File: config.mk
export PLATFORM = sky130hd
export DESIGN_NAME = sobel_frame_ctrl_flat
export DESIGN_NICKNAME = d
export VERILOG_FILES = /design/src/rtl/sobel_frame_ctrl_if.sv /design/src/rtl/sobel_frame_ctrl.sv /design/src/flat_wrapper.sv
export SDC_FILE = /design/constraint.sdc
export NUM_CORES = 1
export LEC_CHECK = 0
export ABC_CLOCK_PERIOD_IN_PS = 3700
export BUFFER_PORTS_ARGS = -buffer_cell sky130_fd_sc_hd__clkbuf_2
export CORE_MARGIN = 2
export CORE_UTILIZATION = 60
export DETAILED_ROUTE_END_ITERATION = 8
export PLACE_DENSITY = 0.9
export SLEW_MARGIN = 0
export SYNTH_ARGS = -nofsm -noshare
export SYNTH_HDL_FRONTEND = slang
export SYNTH_SLANG_ARGS = --single-unit
File: constraint.sdc
create_clock -name clk -period 3.7 [get_ports clk]
set_input_delay 0 -clock clk [delete_from_list [all_inputs] [get_ports clk]]
set_output_delay 0 -clock clk [all_outputs]
set_load 0.02 [all_outputs]
File: src/rtl/sobel_frame_ctrl_if.sv
// Frame controller bus: video timing and switches in,
// frame-stable config, lock status and position strobes out.
interface sobel_frame_ctrl_if #(
    parameter int CNT_W = 12
);
    logic [7:0]       sw_i;
    logic             dv_i;
    logic             hs_i;
    logic             vs_i;
    logic [2:0]       mode_o;
    logic [4:0]       thresh_o;
    logic             bypass_o;
    logic             locked_o;
    logic             err_o;
    logic             frame_start_o;
    logic             line_start_o;
    logic [CNT_W-1:0] h_pos_o;
    logic [CNT_W-1:0] v_pos_o;

    modport master (
        output sw_i, dv_i, hs_i, vs_i,
        input  mode_o, thresh_o, bypass_o, locked_o, err_o,
        input  frame_start_o, line_start_o, h_pos_o, v_pos_o
    );

    modport slave (
        input  sw_i, dv_i, hs_i, vs_i,
        output mode_o, thresh_o, bypass_o, locked_o, err_o,
        output frame_start_o, line_start_o, h_pos_o, v_pos_o
    );
endinterface

File: src/rtl/sobel_frame_ctrl.sv
// Frame-level controller for the Sobel datapath: geometry lock,
// bypass control, frame-boundary config and position counters.
module sobel_frame_ctrl #(
    parameter int SCREENWIDTH  = 64,
    parameter int SCREENHEIGHT = 64,
    parameter bit POL_VS       = 1'b1,
    parameter bit POL_HS       = 1'b1,
    parameter int LOCK_FRAMES  = 2,
    parameter int CNT_W        = 12
) (
    input logic              clk,
    input logic              rst,
    sobel_frame_ctrl_if.slave bus
);
    localparam logic [1:0] S_SEARCH  = 2'd0;
    localparam logic [1:0] S_MEASURE = 2'd1;
    localparam logic [1:0] S_LOCKED  = 2'd2;

    localparam logic [CNT_W-1:0] CNT_MAX  = '1;
    localparam logic [CNT_W-1:0] LAST_PIX = CNT_W'(SCREENWIDTH - 1);
    localparam logic [CNT_W:0]   N_LINES  = (CNT_W + 1)'(SCREENHEIGHT);
    localparam logic [3:0]       LOCK_N   = 4'(LOCK_FRAMES);

    logic             vs_q;
    logic             dv_q;
    logic             skip_q;
    logic             bad_q;
    logic [1:0]       state_q;
    logic [1:0]       state_d;
    logic [3:0]       good_q;
    logic [3:0]       good_d;
    logic             err_d;
    logic [7:0]       sw_s1;
    logic [7:0]       sw_s2;
    logic [7:0]       sw_sh;
    logic [CNT_W-1:0] h_q;
    logic [CNT_W-1:0] v_q;

    logic             vs_act;
    logic             hs_act;
    logic             frame_edge;
    logic             run_start;
    logic             run_end;
    logic             width_bad;
    logic [CNT_W:0]   lines_seen;
    logic             frame_good;
    logic [3:0]       good_inc;

    // Edge detection and frame verdict from the current inputs.
    // A run still open at the frame edge counts as a line of the
    // old frame; its tail is then ignored (skip_q).
    always_comb begin
        vs_act     = (bus.vs_i == POL_VS);
        hs_act     = (bus.hs_i == POL_HS);
        frame_edge = vs_act & ~vs_q;
        run_start  = bus.dv_i & ~dv_q;
        run_end    = ~bus.dv_i & dv_q & ~skip_q;
        width_bad  = run_end & (h_q != LAST_PIX);
        lines_seen = {1'b0, v_q}
                   + (CNT_W + 1)'(run_end)
                   + (CNT_W + 1)'(bus.dv_i & ~skip_q);
        frame_good = ~bad_q & ~width_bad & (lines_seen == N_LINES);
        good_inc   = good_q + 4'd1;
    end

    // Lock state machine, judged only on frame edges.
    always_comb begin
        state_d = state_q;
        good_d  = good_q;
        err_d   = 1'b0;
        case (state_q)
            S_SEARCH: begin
                if (frame_edge) begin
                    state_d = S_MEASURE;
                    good_d  = 4'd0;
                end
            end
            S_MEASURE: begin
                if (frame_edge) begin
                    if (frame_good) begin
                        good_d = good_inc;
                        if (good_inc >= LOCK_N) state_d = S_LOCKED;
                    end else begin
                        good_d = 4'd0;
                        err_d  = 1'b1;
                    end
                end
            end
            S_LOCKED: begin
                if (frame_edge && !frame_good) begin
                    state_d = S_MEASURE;
                    good_d  = 4'd0;
                    err_d   = 1'b1;
                end
            end
            default: begin
                state_d = S_SEARCH;
                good_d  = 4'd0;
            end
        endcase
    end

    // Input history and frame-boundary strobes.
    always_ff @(posedge clk) begin
        if (rst) begin
            vs_q              <= 1'b0;
            dv_q              <= 1'b0;
            bus.frame_start_o <= 1'b0;
            bus.line_start_o  <= 1'b0;
        end else begin
            vs_q              <= vs_act;
            dv_q              <= bus.dv_i;
            bus.frame_start_o <= frame_edge;
            bus.line_start_o  <= run_start & ~hs_act;
        end
    end

    // Saturating pixel and line position counters.
    always_ff @(posedge clk) begin
        if (rst) begin
            h_q <= '0;
            v_q <= '0;
        end else begin
            if (run_start)
                h_q <= '0;
            else if (bus.dv_i && h_q != CNT_MAX)
                h_q <= h_q + 1'b1;
            if (frame_edge)
                v_q <= '0;
            else if (run_end && v_q != CNT_MAX)
                v_q <= v_q + 1'b1;
        end
    end

    // Frame-bad flag and straddling-run tracking.
    always_ff @(posedge clk) begin
        if (rst) begin
            skip_q <= 1'b0;
            bad_q  <= 1'b0;
        end else begin
            if (frame_edge && bus.dv_i)
                skip_q <= 1'b1;
            else if (!bus.dv_i)
                skip_q <= 1'b0;
            if (frame_edge)
                bad_q <= 1'b0;
            else if (width_bad)
                bad_q <= 1'b1;
        end
    end

    // FSM registers; lock and bypass follow the next state.
    always_ff @(posedge clk) begin
        if (rst) begin
            state_q      <= S_SEARCH;
            good_q       <= 4'd0;
            bus.err_o    <= 1'b0;
            bus.locked_o <= 1'b0;
            bus.bypass_o <= 1'b1;
        end else begin
            state_q      <= state_d;
            good_q       <= good_d;
            bus.err_o    <= err_d;
            bus.locked_o <= (state_d == S_LOCKED);
            bus.bypass_o <= (state_d != S_LOCKED);
        end
    end

    // Switch sync into a shadow; outputs load only at frame start.
    always_ff @(posedge clk) begin
        if (rst) begin
            sw_s1        <= 8'd0;
            sw_s2        <= 8'd0;
            sw_sh        <= 8'd0;
            bus.mode_o   <= 3'd0;
            bus.thresh_o <= 5'd0;
        end else begin
            sw_s1 <= bus.sw_i;
            sw_s2 <= sw_s1;
            sw_sh <= sw_s2;
            if (frame_edge) begin
                bus.mode_o   <= sw_sh[2:0];
                bus.thresh_o <= sw_sh[7:3];
            end
        end
    end

    assign bus.h_pos_o = h_q;
    assign bus.v_pos_o = v_q;
endmodule

File: src/flat_wrapper.sv
// flat-port wrapper written by rule: the top's interface ports become plain ports
module sobel_frame_ctrl_flat 
#(
    parameter int SCREENWIDTH  = 64,
    parameter int SCREENHEIGHT = 64,
    parameter bit POL_VS       = 1'b1,
    parameter bit POL_HS       = 1'b1,
    parameter int LOCK_FRAMES  = 2,
    parameter int CNT_W        = 12
)
  (clk, rst, bus_sw_i, bus_dv_i, bus_hs_i, bus_vs_i, bus_mode_o, bus_thresh_o, bus_bypass_o, bus_locked_o, bus_err_o, bus_frame_start_o, bus_line_start_o, bus_h_pos_o, bus_v_pos_o);
  sobel_frame_ctrl_if #(.CNT_W(CNT_W)) bus_i ();
  input logic clk;
  input logic rst;
  input wire logic [$bits(bus_i.sw_i)-1:0] bus_sw_i;
  input wire logic [$bits(bus_i.dv_i)-1:0] bus_dv_i;
  input wire logic [$bits(bus_i.hs_i)-1:0] bus_hs_i;
  input wire logic [$bits(bus_i.vs_i)-1:0] bus_vs_i;
  output wire logic [$bits(bus_i.mode_o)-1:0] bus_mode_o;
  output wire logic [$bits(bus_i.thresh_o)-1:0] bus_thresh_o;
  output wire logic [$bits(bus_i.bypass_o)-1:0] bus_bypass_o;
  output wire logic [$bits(bus_i.locked_o)-1:0] bus_locked_o;
  output wire logic [$bits(bus_i.err_o)-1:0] bus_err_o;
  output wire logic [$bits(bus_i.frame_start_o)-1:0] bus_frame_start_o;
  output wire logic [$bits(bus_i.line_start_o)-1:0] bus_line_start_o;
  output wire logic [$bits(bus_i.h_pos_o)-1:0] bus_h_pos_o;
  output wire logic [$bits(bus_i.v_pos_o)-1:0] bus_v_pos_o;
  assign bus_i.sw_i = bus_sw_i;
  assign bus_i.dv_i = bus_dv_i;
  assign bus_i.hs_i = bus_hs_i;
  assign bus_i.vs_i = bus_vs_i;
  assign bus_mode_o = bus_i.mode_o;
  assign bus_thresh_o = bus_i.thresh_o;
  assign bus_bypass_o = bus_i.bypass_o;
  assign bus_locked_o = bus_i.locked_o;
  assign bus_err_o = bus_i.err_o;
  assign bus_frame_start_o = bus_i.frame_start_o;
  assign bus_line_start_o = bus_i.line_start_o;
  assign bus_h_pos_o = bus_i.h_pos_o;
  assign bus_v_pos_o = bus_i.v_pos_o;
  sobel_frame_ctrl #(.SCREENWIDTH(SCREENWIDTH), .SCREENHEIGHT(SCREENHEIGHT), .POL_VS(POL_VS), .POL_HS(POL_HS), .LOCK_FRAMES(LOCK_FRAMES), .CNT_W(CNT_W)) u_core (.clk(clk), .rst(rst), .bus(bus_i));
endmodule
# After elaboration in Yosys (flattened, before gate mapping)
# Cells that the tools add are included.
[totals]
regBits = 71
in_bits = 13
out_inout_bits = 37
elab_cells = 79
[classes]
n_addsub = 5
n_lt_le_gt_ge = 1
eq_ne = 12
n_mux = 17
bitwise_logic = 17
reduce_logical = 9
[ops]
columns = ["op", "count"]
rows = [
  ["12-bit by 1-bit adder with 12-bit output (second input constant)", 2],
  ["12-bit != test (second input constant)", 2],
  ["4-bit two-way mux", 4],
  ["12-bit by 1-bit adder with 13-bit output", 1],
  ["13-bit adder", 1],
  ["1-bit by 13-bit bitwise AND with 13-bit output", 1],
  ["13-bit by 7-bit == test with 1-bit output (second input constant)", 1],
  ["1-bit inverter with 13-bit output", 1],
  ["12-bit by 6-bit != test with 1-bit output (second input constant)", 1],
  ["4-bit one-hot mux with 3 select lines", 1],
  ["2-bit two-way mux", 5],
  ["1-bit bitwise AND", 8],
  ["2-bit by 1-bit != test with 1-bit output (second input constant)", 4],
  ["1-bit inverter", 7],
  ["2-bit one-hot mux with 3 select lines", 1],
  ["1-bit two-way mux", 5],
  ["4-bit by 1-bit adder with 4-bit output (second input constant)", 1],
  ["2-bit == test (second input constant)", 2],
  ["4-bit by 2-bit greater-or-equal comparator with 1-bit output (second input constant)", 1],
  ["1-bit logical AND", 4],
  ["2-bit OR reduction", 2],
  ["3-bit AND reduction", 1],
  ["2-bit by 1-bit == test with 1-bit output (second input constant)", 1],
  ["2-bit zero test", 1],
  ["3 further kinds", 3],
]

# Logic depth before layout (Yosys ltp)
# Gate-level depths: netlist of the first run.
[depth]
word_depth = 12
mapped_depth = 11
depth_no_buf = 11

# Least setup slack after synthesis of the first run
# No wires, ideal clock.
[synth_timing]
path_kind = "reg-to-reg"
start = "reg u_core.skip_q"
end = "reg u_core.bus.bypass_o"
setup_time_ns = 0.114
t_arrival_ns = 2.449
required_time_ns = 3.586
setup_slack_ns = 1.137
stages_incl_launch_ff = 11
synth_period_minus_slack_ns = 2.563
path_cell_list = "dfxtp_1 > or3_1 > inv_1 > fa_1 > ha_1 > nor3b_1 > o2111a_1 > o211ai_1 > and4bb_4 > o22a_4 > a2bb2o_4"
[synth_between]
elab_chain_len = 11
elab_cells_between_ends = 18
cone_classes = "add/sub: 2; eq/ne: 2; mux: 4; bitwise: 8; reduce/logical: 2"
[synth_rtl]
columns = ["item", "line", "rtl"]
rows = [
  ["from (decl)", "sobel_frame_ctrl.sv:26", "logic skip_q;"],
  ["from (signal assigned)", "sobel_frame_ctrl.sv:138", "skip_q <= 1'b0;"],
  ["from (signal assigned)", "sobel_frame_ctrl.sv:142", "skip_q <= 1'b1;"],
  ["from (signal assigned)", "sobel_frame_ctrl.sv:144", "skip_q <= 1'b0;"],
  ["1-bit inverter", "sobel_frame_ctrl.sv:57", "run_end = ~bus.dv_i & dv_q & ~skip_q;"],
  ["1-bit bitwise AND", "sobel_frame_ctrl.sv:57", ""],
  ["12-bit by 1-bit adder with 13-bit output or 1-bit bitwise AND (tied branches)", "sobel_frame_ctrl.sv:60, sobel_frame_ctrl.sv:58", ""],
  ["13-bit adder or 1-bit inverter (tied branches)", "sobel_frame_ctrl.sv:61, sobel_frame_ctrl.sv:62", ""],
  ["13-bit by 7-bit == test with 1-bit output or 1-bit bitwise AND (tied branches)", "sobel_frame_ctrl.sv:62", "frame_good = ~bad_q & ~width_bad & (lines_seen == N_LINES);"],
  ["1-bit bitwise AND *", "sobel_frame_ctrl.sv:62", ""],
  ["1-bit zero test", "sobel_frame_ctrl.sv:90", "if (frame_edge && !frame_good) begin"],
  ["1-bit logical AND", "sobel_frame_ctrl.sv:90", ""],
  ["2-bit two-way mux", "sobel_frame_ctrl.sv:90", ""],
  ["2-bit one-hot mux with 3 select lines *", "sobel_frame_ctrl.sv:71", "case (state_q)"],
  ["2-bit != test *", "sobel_frame_ctrl.sv:165", "bus.bypass_o <= (state_d != S_LOCKED);"],
  ["to (signal assigned)", "sobel_frame_ctrl.sv:165", ""],
  ["to (decl)", "sobel_frame_ctrl_if.sv:28", "output mode_o, thresh_o, bypass_o, locked_o, err_o,"],
]
# Mark *: on every way between the ends. The rest lies on a longest branch, timed or not.
# A chain may end at the register's enable or synchronous reset.

# Worst setup path in the final report of the first run
[layout_timing]
start = "in bus_dv_i"
end = "reg u_core.bus.bypass_o"
[layout_between]
elab_chain_len = 12
elab_cells_between_ends = 18
cone_classes = "add/sub: 2; eq/ne: 2; mux: 4; bitwise: 8; reduce/logical: 2"
[layout_rtl]
columns = ["item", "line", "rtl"]
rows = [
  ["from (decl)", "flat_wrapper.sv:16", "input wire logic [$bits(bus_i.dv_i)-1:0] bus_dv_i;"],
  ["1-bit inverter", "sobel_frame_ctrl.sv:57", ""],
  ["1-bit bitwise AND (2 in a row)", "sobel_frame_ctrl.sv:57", ""],
  ["12-bit by 1-bit adder with 13-bit output or 1-bit bitwise AND (tied branches)", "sobel_frame_ctrl.sv:60, sobel_frame_ctrl.sv:58", ""],
  ["13-bit adder or 1-bit inverter (tied branches)", "sobel_frame_ctrl.sv:61, sobel_frame_ctrl.sv:62", ""],
  ["13-bit by 7-bit == test with 1-bit output or 1-bit bitwise AND (tied branches)", "sobel_frame_ctrl.sv:62", ""],
  ["1-bit bitwise AND *", "sobel_frame_ctrl.sv:62", ""],
  ["1-bit zero test", "sobel_frame_ctrl.sv:90", ""],
  ["1-bit logical AND", "sobel_frame_ctrl.sv:90", ""],
  ["2-bit two-way mux", "sobel_frame_ctrl.sv:90", ""],
  ["2-bit one-hot mux with 3 select lines *", "sobel_frame_ctrl.sv:71", ""],
  ["2-bit != test *", "sobel_frame_ctrl.sv:165", ""],
]
# Marked as above.

==> results.py, run 1 <==
metrics = {
    "drt": {
        "drc_errors": 0,
        "avgRoutedWirePerCell_microns": 14.2,
        "vias_per_cell": 5.65,
        "drtPass1Iterations": 4,
        "ant_nets": 0,
        "routed_wl_microns": 6480,
        "initialDrtViolationCount": 264,
        "num_vias": 2575,
    },
    "die": {
        "initial_core_util_pct": 63.5,
        "fp.dieArea_sq_um": 5690,
        "rows": 25,
        "die_h_microns": 75.4,
        "core_area_sq_um": 4820,
        "die_w_microns": 75.4,
        "pin_count": 50,
    },
    "yosys": {
        "synthAdderAreaFrac_pct": 4.33,
        "seq_area_frac_synth_pct": 46.4,
        "synth_ff_type": "dfxtp_1",
        "yosysWarnings": 0,
        "synth.net_count": 351,
        "synth_mux_area_share_pct": 0.981,
        "yosys.area.top_type_share_pct": 46.4,
        "ys_ff_latch": 71,
        "synth_top_area_cell": "dfxtp_1",
        "synth_compound_area_share_pct": 11.9,
        "synth_edf_count": 0,
        "syn_inst": 328,
        "syn_avg_cell_area_sq_um": 9.33,
        "ys_top_cells_by_area": "dfxtp_1, nor2b_1, nor2_1",
        "synth.distinct_cells": 53,
        "synth_common_cells": "dfxtp_1, nor2_1, nor2b_1",
        "synth_area_sq_um": 3060,
        "synthSimpleGateAreaFrac_pct": 26.0,
        "synth_most_common_cell": "dfxtp_1",
        "synth_top_family_by_area": "simple AND/OR/NAND/NOR gates",
        "synth-xor-area-share_pct": 6.58,
        "async_flop_share_pct": 0,
    },
    "place": {
        "gp_congestion": 0.893,
        "io_buffers": 49,
        "hpwlAfterDp_microns": 4290,
        "dp.cells": 428,
    },
    "clock_tree": {
        "clock_latency_ns": 0.35,
        "clock_tree.root_cell": "clkbuf_8",
        "cts_max_path_buffers": 2,
        "cts_tree": "built",
        "clkTransAtPathRegs_ns": 0.07,
        "cts_setup_buffers": 0,
        "clock_sinks": 71,
        "cts_made_buffers": 9,
        "cts_htree_levels": 3,
        "cts_resized": 0,
    },
    "sta": {
        "post-route-min-period_ns": 2.90,
        "setup_viol": 0,
        "max_freq_mhz": 345,
        "skew_ns": 0.00894,
        "maxSlewViolCount": 0,
        "slew_headroom_pct": 49.5,
        "rsz0062_at_grt": "no",
        "post-route-period-util_pct": 78.4,
        "tns_ns": 0,
        "tightestPinTransition_ns": 0.756,
        "hold_viol": 0,
    },
    "flow_run": {
        "maxCapViolCount": 0,
    },
    "final_layout": {
        "layout.cells.non_filler": 456,
        "multi_input_area_sq_um": 1520,
        "nNetsFinal": 407,
        "seq_area_sq_um": 1420,
        "n_fill_cell": 331,
        "antenna_cells": 0,
        "syn2layout_area_growth_pct": 20.2,
        "drive_above_1_share_pct": 19.0,
    },
    "worst_hold_path": {
        "hold_depth": 2,
        "hp-class": "in -> reg",
    },
    "power": {
        "p_leak_nw": 1.54,
        "powerDensity_nw_per_um2": 438,
        "ir_worst_vdd_mv": 0.382,
    },
    "setup_path": {
        "worst-path-max-fanout": 7,
        "end_kind": "flip-flop",
        "cp.required_ns": 3.94,
        "r2r_cells": 10,
        "timing_worst_setup_path_type": "in -> reg",
        "start_kind": "input port",
        "critPathArrivalTime_ns": 3.14,
    },
    "global_routing": {
        "grt_pass1_wl_microns": 10700,
        "grt_max_degree": 38,
        "groute.usage.overall_pct": 25.0,
        "grt-ovfl-total": 0,
        "grt_pass1_vias": 2410,
        "grt_antenna_before_repair": 0,
    },
    "outcome": {
        "status": "completed",
    },
}
==> metrics by stage <==
stage	power (mW)	worst slack (ns)	util [%]	hold slack, ns	instance area [sq um]
after floorplan	0.890	1.14	-	0.0768	3060
after global placement	0.914	1.04	69.1	0.187	3330
after detailed placement	0.919	0.908	69.1	0.184	3330
after CTS	1.62	0.853	76.3	0.296	3680
after global routing	1.67	0.664	76.3	0.342	3680
final	1.61	0.799	76.3	0.310	3680
==> where the power goes <==
group / switching [mW] / leakage [nW] / internal (mW)
clock network: 0.295 / 0.114 / 0.402
logic: 0.0678 / 0.843 / 0.0541
registers: 0.00934 / 0.578 / 0.782
total: 0.372 / 1.54 / 1.24
==> layer usage <==
metal	global-route usage, %	vias to the layer above	wire length, microns
met2	41.5	101	3260
met5	0	-	0
met1	29.5	1206	2740
li1	-	1253	-
met4	12.3	0	131
met3	7.14	15	357
==> final timing paths <==
| check | startpoint | end | slack [ns] |
|---|---|---|---|
| setup / recovery | bus_dv_i | u_core.bus.bypass_o$_SDFF_PP1_ | 0.80 |
| hold / removal | rst | u_core.sw_s1[4]$_SDFF_PP0_ | 0.31 |
| setup reg to reg | u_core.skip_q$_SDFFE_PP0P_ | u_core.bus.bypass_o$_SDFF_PP1_ | 0.81 |
| hold reg to reg | u_core.sw_s2[7]$_SDFF_PP0_ | u_core.sw_sh[7]$_SDFF_PP0_ | 0.44 |
==> cells in the final DEF (no fill, tap or decap), types with 2 or more instances in the layout <==
master         count
mux2i_1            3
dlygate4sd3_1     12
nor2_1            36
o211ai_1           3
nand2b_1           4
or3_1              7
a211oi_1           2
xnor2_1           12
nand3_1           13
nor2b_1           30
a41o_1             2
clkbuf_2          49
dfxtp_1           71
a21oi_1            6
clkbuf_8          10
o22ai_1            2
nand2_1           17
and4bb_2           2
inv_1             14
nand4_1            6
a22o_1             9
o31ai_1            2
ha_1               9
nor3_1            10
and3_1             4
o21ai_0            7
xor2_1            11
bufinv_16          2
nor4_1             5
==> worst max-delay path, stage by stage <==
cell and delay (ns):
dlygate4sd3_1 0.54, clkbuf_2 0.15, or3_1 0.43, inv_1 0.16
fa_1 0.30, ha_1 0.32, nor3b_1 0.23, o2111a_1 0.21
o211ai_1 0.08, and4bb_4 0.36, o22a_4 0.16, a2bb2o_4 0.21
==> what timing repair did <==
| item | CTS | global route |
|---|---|---|
| setup endpoints to repair | 0 | 0 |
| endpoints found under the hold margin | 12 | 0 |
| hold buffers | 12 | 0 |
==> final cells by class <==
| class | count | area share, % |
|---|---|---|
| Timing Repair Buffer | 61 | 9.94 |
| Clock inverter | 6 | 2.52 |
| Tap cell | 67 | 2.28 |
| Sequential cell | 71 | 38.7 |
| Multi-Input combinational cell | 227 | 41.4 |
| Inverter | 14 | 1.43 |
| Clock buffer | 10 | 3.74 |
==> cell families after synthesis <==
group           count (synthesis)
simple gates                  144
mux                             3
buf+inv                        30
compound gates                 47
fa+ha+maj                      10
flops                          71
xor+xnor                       23
==> sequential cells by signal (all words and copies together), names as in the netlist <==
| name | count |
|---|---|
| u_core.bus.mode_o | 3 |
| u_core.bus.v_pos_o | 12 |
| u_core.sw_sh | 8 |
| u_core.bus.bypass_o | 1 |
| u_core.bus.err_o | 1 |
| u_core.vs_q | 1 |
| u_core.good_q | 4 |
| u_core.dv_q | 1 |
| u_core.state_q | 2 |
| u_core.skip_q | 1 |
| u_core.bus.locked_o | 1 |
| u_core.bus.frame_start_o | 1 |
| u_core.sw_s2 | 8 |
| u_core.bus.thresh_o | 5 |
| u_core.bad_q | 1 |
| u_core.bus.line_start_o | 1 |
| u_core.bus.h_pos_o | 12 |
| u_core.sw_s1 | 8 |
(Power assumes the default switching activity.)
==> run 2: changes to the inputs <==
- ABC_CLOCK_PERIOD_IN_PS: 3700 -> 2900
- CORE_UTILIZATION: 60 -> 56
- PLACE_DENSITY: 0.9 -> 0.85
- clock period: 3.7 -> 2.9 ns (I/O delays scaled with it)
==> results.py, run 2 (synthesis results as in run 1) <==
metrics = {
    "sta": {
        "rsz0062_at_grt": "no",
        "maxSlewViolCount": 0,
        "hold_viol": 0,
        "tns_ns": 0,
        "setup_viol": 0,
        "skew_ns": 0.00775,
        "tightestPinTransition_ns": 0.694,
        "post-route-period-util_pct": 93.6,
        "max_freq_mhz": 368,
        "post-route-min-period_ns": 2.71,
        "setup_ws_ns": 0.186,
        "slew_headroom_pct": 53.3,
    },
    "clock_tree": {
        "clock_tree.root_cell": "clkbuf_8",
        "clkTransAtPathRegs_ns": 0.07,
        "cts_max_path_buffers": 2,
        "cts_htree_levels": 3,
        "cts_tree": "built",
        "cts_made_buffers": 9,
        "clock_latency_ns": 0.35,
        "cts_setup_buffers": 0,
        "clock_sinks": 71,
    },
    "power": {
        "pwr-share-clk_pct": 40.2,
        "p_total_mw": 1.95,
        "p_int_mw": 1.47,
        "seqPwrFrac_pct": 51.9,
        "ir_worst_vdd_mv": 0.433,
        "power.share.switching_pct": 24.4,
        "p_leak_nw": 1.51,
        "switching_power_uw": 475,
        "powerDensity_nw_per_um2": 533,
        "power_frac_comb_pct": 7.9,
    },
    "setup_path": {
        "start_kind": "input port",
        "crit_chain": "dlygate4sd3_1 > clkbuf_2 > or3_1 > inv_1 > fa_2 > nand2_1 > or4_1 > o2111ai_1 > and4bb_2 > a31oi_1 > o21ai_0",
        "cpPeakStageDelay_ns": 0.56,
        "cp.required_ns": 3.13,
        "timing_worst_setup_path_type": "in -> reg",
        "critPathArrivalTime_ns": 2.94,
        "critPathSlowestCell": "or4_1",
        "worst-path-max-fanout": 6,
        "end_kind": "flip-flop",
    },
    "global_routing": {
        "grt_pass1_wl_microns": 10600,
        "groute.usage.overall_pct": 21.9,
        "grt_max_degree": 38,
        "grt_pass1_vias": 2348,
        "grt_antenna_before_repair": 0,
        "grt-ovfl-total": 0,
    },
    "final_layout": {
        "drive_above_1_share_pct": 19.3,
        "nNetsFinal": 406,
        "fin_area_sq_um": 3650,
        "syn2layout_area_growth_pct": 19.3,
        "layout_commonest_cell": "dfxtp_1",
        "antenna_cells": 0,
        "final_cell_mix": "dfxtp_1, clkbuf_2, nor2_1",
    },
    "die": {
        "rows": 26,
        "initial_core_util_pct": 58.8,
        "fp.dieArea_sq_um": 6070,
        "die_h_microns": 77.9,
        "pin_count": 50,
        "die_w_microns": 77.9,
        "core_area_sq_um": 5200,
    },
    "drt": {
        "routed_wl_microns": 6100,
        "avgRoutedWirePerCell_microns": 13.3,
        "drc_errors": 0,
        "drtPass1Iterations": 4,
        "vias_per_cell": 5.50,
        "ant_nets": 0,
        "num_vias": 2521,
        "initialDrtViolationCount": 137,
    },
    "worst_hold_path": {
        "hp-class": "in -> reg",
    },
    "place": {
        "hpwlAfterDp_microns": 4290,
        "io_buffers": 49,
        "placed_area_sq_um": 3330,
        "gp_congestion": 0.890,
        "place_worst_setup_slack_ns": 0.115,
    },
    "outcome": {
        "status": "completed",
    },
    "flow_run": {
        "maxCapViolCount": 0,
    },
}
[run 2: cell count changes in the layout (fill, tap and decap cells not counted), sizes merged]
cell / before / now
inv: 15 / 16
dlygate4sd3: 12 / 11
bufinv: 2 / 1
[run 2: critical path, delay by kind of cell]
kind / cells / cell delay [ns]
AND/OR/NAND/NOR: 4 / 1.36
buffers and inverters: 3 / 0.83
AO/OA/AOI/OAI: 3 / 0.46
adder cells (fa/ha/maj): 1 / 0.29
[run 2: timing repair]
| action | in CTS | in global routing |
|---|---|---|
| gates resized for setup | 0 | 3 |
| hold buffers | 11 | 0 |
| hold endpoints to repair | 12 | 0 |
| endpoints found under the setup margin | 0 | 4 |
[run 2: metrics by stage]
step                      hold WS [ns]  std cells  utilization (%)
after floorplan                 0.0768        328                -
after detailed placement         0.206        431             64.0
final                            0.284        458             70.2
after CTS                        0.285        458             69.9
after global placement           0.207        431             64.0
after global routing             0.331        458             70.2
[run 2: area by class of cell]
type | instances | area [sq um]
clock buffers | 10 | 128
clock inverters | 6 | 68.8
fillers | 416 | 1550
inverters | 14 | 52.6
multi-input cells | 227 | 1540
flip-flops and latches | 71 | 1420
well taps | 70 | 87.6
repair buffers | 60 | 355
[run 2: per-layer routing]
metal	global-route usage [%]	up-vias	part of all wire, %
li1	-	1255	-
met1	26.4	1176	43
met2	36.1	77	50
met3	7.91	13	5.3
met4	7.37	0	1.6
met5	0	-	0
[run 2: final timing paths]
| check | start | slack [ns] | endpoint | depth (start not counted) |
|---|---|---|---|---|
| setup / recovery | bus_dv_i | 0.19 | u_core.good_q[2]$_SDFFE_PP0P_ | 11 |
| hold / removal | rst | 0.28 | u_core.sw_sh[2]$_SDFF_PP0_ | 2 |
| setup reg to reg | u_core.skip_q$_SDFFE_PP0P_ | 0.19 | u_core.good_q[2]$_SDFFE_PP0P_ | 9 |
| hold reg to reg | u_core.sw_s1[0]$_SDFF_PP0_ | 0.44 | u_core.sw_s2[0]$_SDFF_PP0_ | 1 |
[run 2: power groups by stage]
stage | registers (mW) | clock network [mW] | logic (mW)
2_1_floorplan | 1.04 | 0 | 0.100
3_3_place_gp | 1.03 | 0 | 0.136
3_5_place_dp | 1.03 | 0 | 0.140
4_1_cts | 1.01 | 0.797 | 0.153
5_1_grt | 1.01 | 0.848 | 0.170
6_report | 1.01 | 0.782 | 0.154
==> run 3: changes to the inputs <==
- BUFFER_PORTS_ARGS: -buffer_cell sky130_fd_sc_hd__clkbuf_2 -> not set
- CORE_ASPECT_RATIO: not set -> 1.75
- CORE_UTILIZATION: 56 -> 62
- DONT_BUFFER_PORTS: not set -> 1
- PLACE_DENSITY: 0.85 -> 0.84
- RECOVER_POWER: not set -> 50
==> results.py, run 3 (synthesis results as in run 1) <==
metrics = {
    "outcome": {
        "status": "completed",
    },
    "die": {
        "initial_core_util_pct": 65.0,
        "core_area_sq_um": 4710,
        "die_h_microns": 96.9,
        "die_w_microns": 57.1,
        "pin_count": 50,
        "rows": 33,
        "fp.dieArea_sq_um": 5540,
    },
    "clock_tree": {
        "cts_made_buffers": 9,
        "clock_latency_ns": 0.35,
        "cts_setup_buffers": 0,
        "cts_tree": "built",
        "clkTransAtPathRegs_ns": 0.08,
        "clock_sinks": 71,
        "cts_max_path_buffers": 2,
        "cts_htree_levels": 3,
        "clock_tree.root_cell": "clkbuf_8",
    },
    "final_layout": {
        "nNetsFinal": 361,
        "final_core_util_pct": 72.2,
        "syn2layout_area_growth_pct": 11.0,
        "drive_above_1_share_pct": 8.16,
        "fin_area_sq_um": 3400,
        "layout_commonest_cell": "dfxtp_1",
        "final_cell_mix": "dfxtp_1, nor2_1, nor2b_1",
        "antenna_cells": 0,
    },
    "sta": {
        "skew_ns": 0.00947,
        "rsz0062_at_grt": "no",
        "tightestPinTransition_ns": 1.05,
        "slew_headroom_pct": 29.9,
        "post-route-min-period_ns": 2.70,
        "setup_viol": 0,
        "holdWs_ns": 0.0212,
        "maxSlewViolCount": 0,
        "hold_viol": 0,
        "max_freq_mhz": 370,
        "tns_ns": 0,
        "setup_ws_ns": 0.198,
        "post-route-period-util_pct": 93.2,
    },
    "setup_path": {
        "end_kind": "flip-flop",
        "r2r-start": "u_core.skip_q$_SDFFE_PP0P_",
        "r2r_end": "u_core.bus.bypass_o$_SDFF_PP1_",
        "crit_buf_inv": 1,
        "worst-path-max-fanout": 7,
        "critPathSlowestCell": "or3_1",
        "critPathArrivalTime_ns": 2.95,
        "crit_chain": "or3_1 > inv_1 > fa_2 > ha_2 > nor3b_2 > o2111a_1 > o211ai_1 > and4bb_4 > o22a_4 > a2bb2o_4",
        "crit_family": "simple AND/OR/NAND/NOR gates",
        "start_kind": "flip-flop",
        "cp.required_ns": 3.15,
        "cpPeakStageDelay_ns": 0.43,
        "reg2reg_slack_ns": 0.20,
        "r2r_cells": 10,
        "timing_worst_setup_path_type": "reg -> reg",
    },
    "flow_run": {
        "maxCapViolCount": 0,
    },
    "place": {
        "place_worst_setup_slack_ns": 0.104,
        "io_buffers": 0,
        "hpwlAfterDp_microns": 4290,
        "gp_congestion": 0.909,
        "placed_area_sq_um": 3080,
    },
    "power": {
        "ir_worst_vdd_mv": 0.526,
        "p_leak_nw": 1.30,
        "powerDensity_nw_per_um2": 556,
    },
    "drt": {
        "num_vias": 2421,
        "drc_errors": 0,
        "ant_nets": 0,
        "avgRoutedWirePerCell_microns": 16.1,
        "vias_per_cell": 6.13,
        "initialDrtViolationCount": 74,
        "drtPass1Iterations": 4,
        "routed_wl_microns": 6360,
    },
    "global_routing": {
        "grt_max_degree": 31,
        "grt_antenna_before_repair": 0,
        "grt_pass1_wl_microns": 10700,
        "grt_pass1_vias": 2391,
        "groute.usage.overall_pct": 24.8,
        "grt-ovfl-total": 0,
    },
    "worst_hold_path": {
        "worstHoldStart": "rst",
        "hp-class": "in -> reg",
        "hold_depth": 3,
        "min_to": "u_core.good_q[2]$_SDFFE_PP0P_",
    },
}
==> run 3: cell type report <==
type                    count  area [sq um]
well taps                  52          65.1
clock buffers               9           124
repair buffers             15           138
inverters                  14          52.6
multi-input cells         227          1530
clock inverters             7          62.6
flip-flops and latches     71          1420
fillers                   366          1310
==> run 3: stage by stage <==
stage | total power [mW] | instances
final | 1.89 | 395
after global routing | 1.97 | 395
after CTS | 1.90 | 395
after detailed placement | 1.15 | 366
after global placement | 1.15 | 366
after floorplan | 1.14 | 328
==> run 3: where the power goes <==
group          switching (mW)  internal (mW)  leakage (nW)
clock                   0.408          0.328        0.0927
sequential             0.0172          0.998         0.578
combinational          0.0762         0.0616         0.631
total                   0.502           1.39          1.30
==> run 3: layer usage <==
| metal | GRT usage [%] | vias up | wire length [microns] |
|---|---|---|---|
| met5 | 0 | - | 0 |
| met2 | 42.3 | 84 | 3370 |
| met1 | 25.4 | 1156 | 2340 |
| met4 | 12.9 | 0 | 197 |
| met3 | 9.63 | 18 | 441 |
| li1 | - | 1163 | - |
==> run 3: timing repair <==
action                                  CTS  global route
gates resized for setup                   0             3
endpoints found under the hold margin    34             0
hold buffers                             13             0
endpoints found under the setup margin    0             4
==> run 3: worst max path at each step <==
| stage | from | endpoint | slack, ns | cells past startpoint |
|---|---|---|---|---|
| 2_1_floorplan | u_core.skip_q$_SDFFE_PP0P_ | u_core.bus.bypass_o$_SDFF_PP1_ | 0.34 | 10 |
| 3_3_place_gp | u_core.skip_q$_SDFFE_PP0P_ | u_core.bus.bypass_o$_SDFF_PP1_ | 0.20 | 10 |
| 3_5_place_dp | u_core.skip_q$_SDFFE_PP0P_ | u_core.bus.bypass_o$_SDFF_PP1_ | 0.10 | 10 |
| 4_1_cts | u_core.skip_q$_SDFFE_PP0P_ | u_core.bus.bypass_o$_SDFF_PP1_ | 0.10 | 10 |
| 5_1_grt | u_core.dv_q$_SDFF_PP0_ | u_core.good_q[3]$_SDFFE_PP0P_ | 0.04 | 10 |
| 6_report | u_core.skip_q$_SDFFE_PP0P_ | u_core.bus.bypass_o$_SDFF_PP1_ | 0.20 | 10 |
==> run 3: worst reg2reg max path, cell delays in order (launching register included) <==
cell	delay, ns
dfxtp_1	0.32
or3_1	0.43
inv_1	0.14
fa_2	0.26
ha_2	0.26
nor3b_2	0.18
o2111a_1	0.20
o211ai_1	0.08
and4bb_4	0.37
o22a_4	0.16
a2bb2o_4	0.20
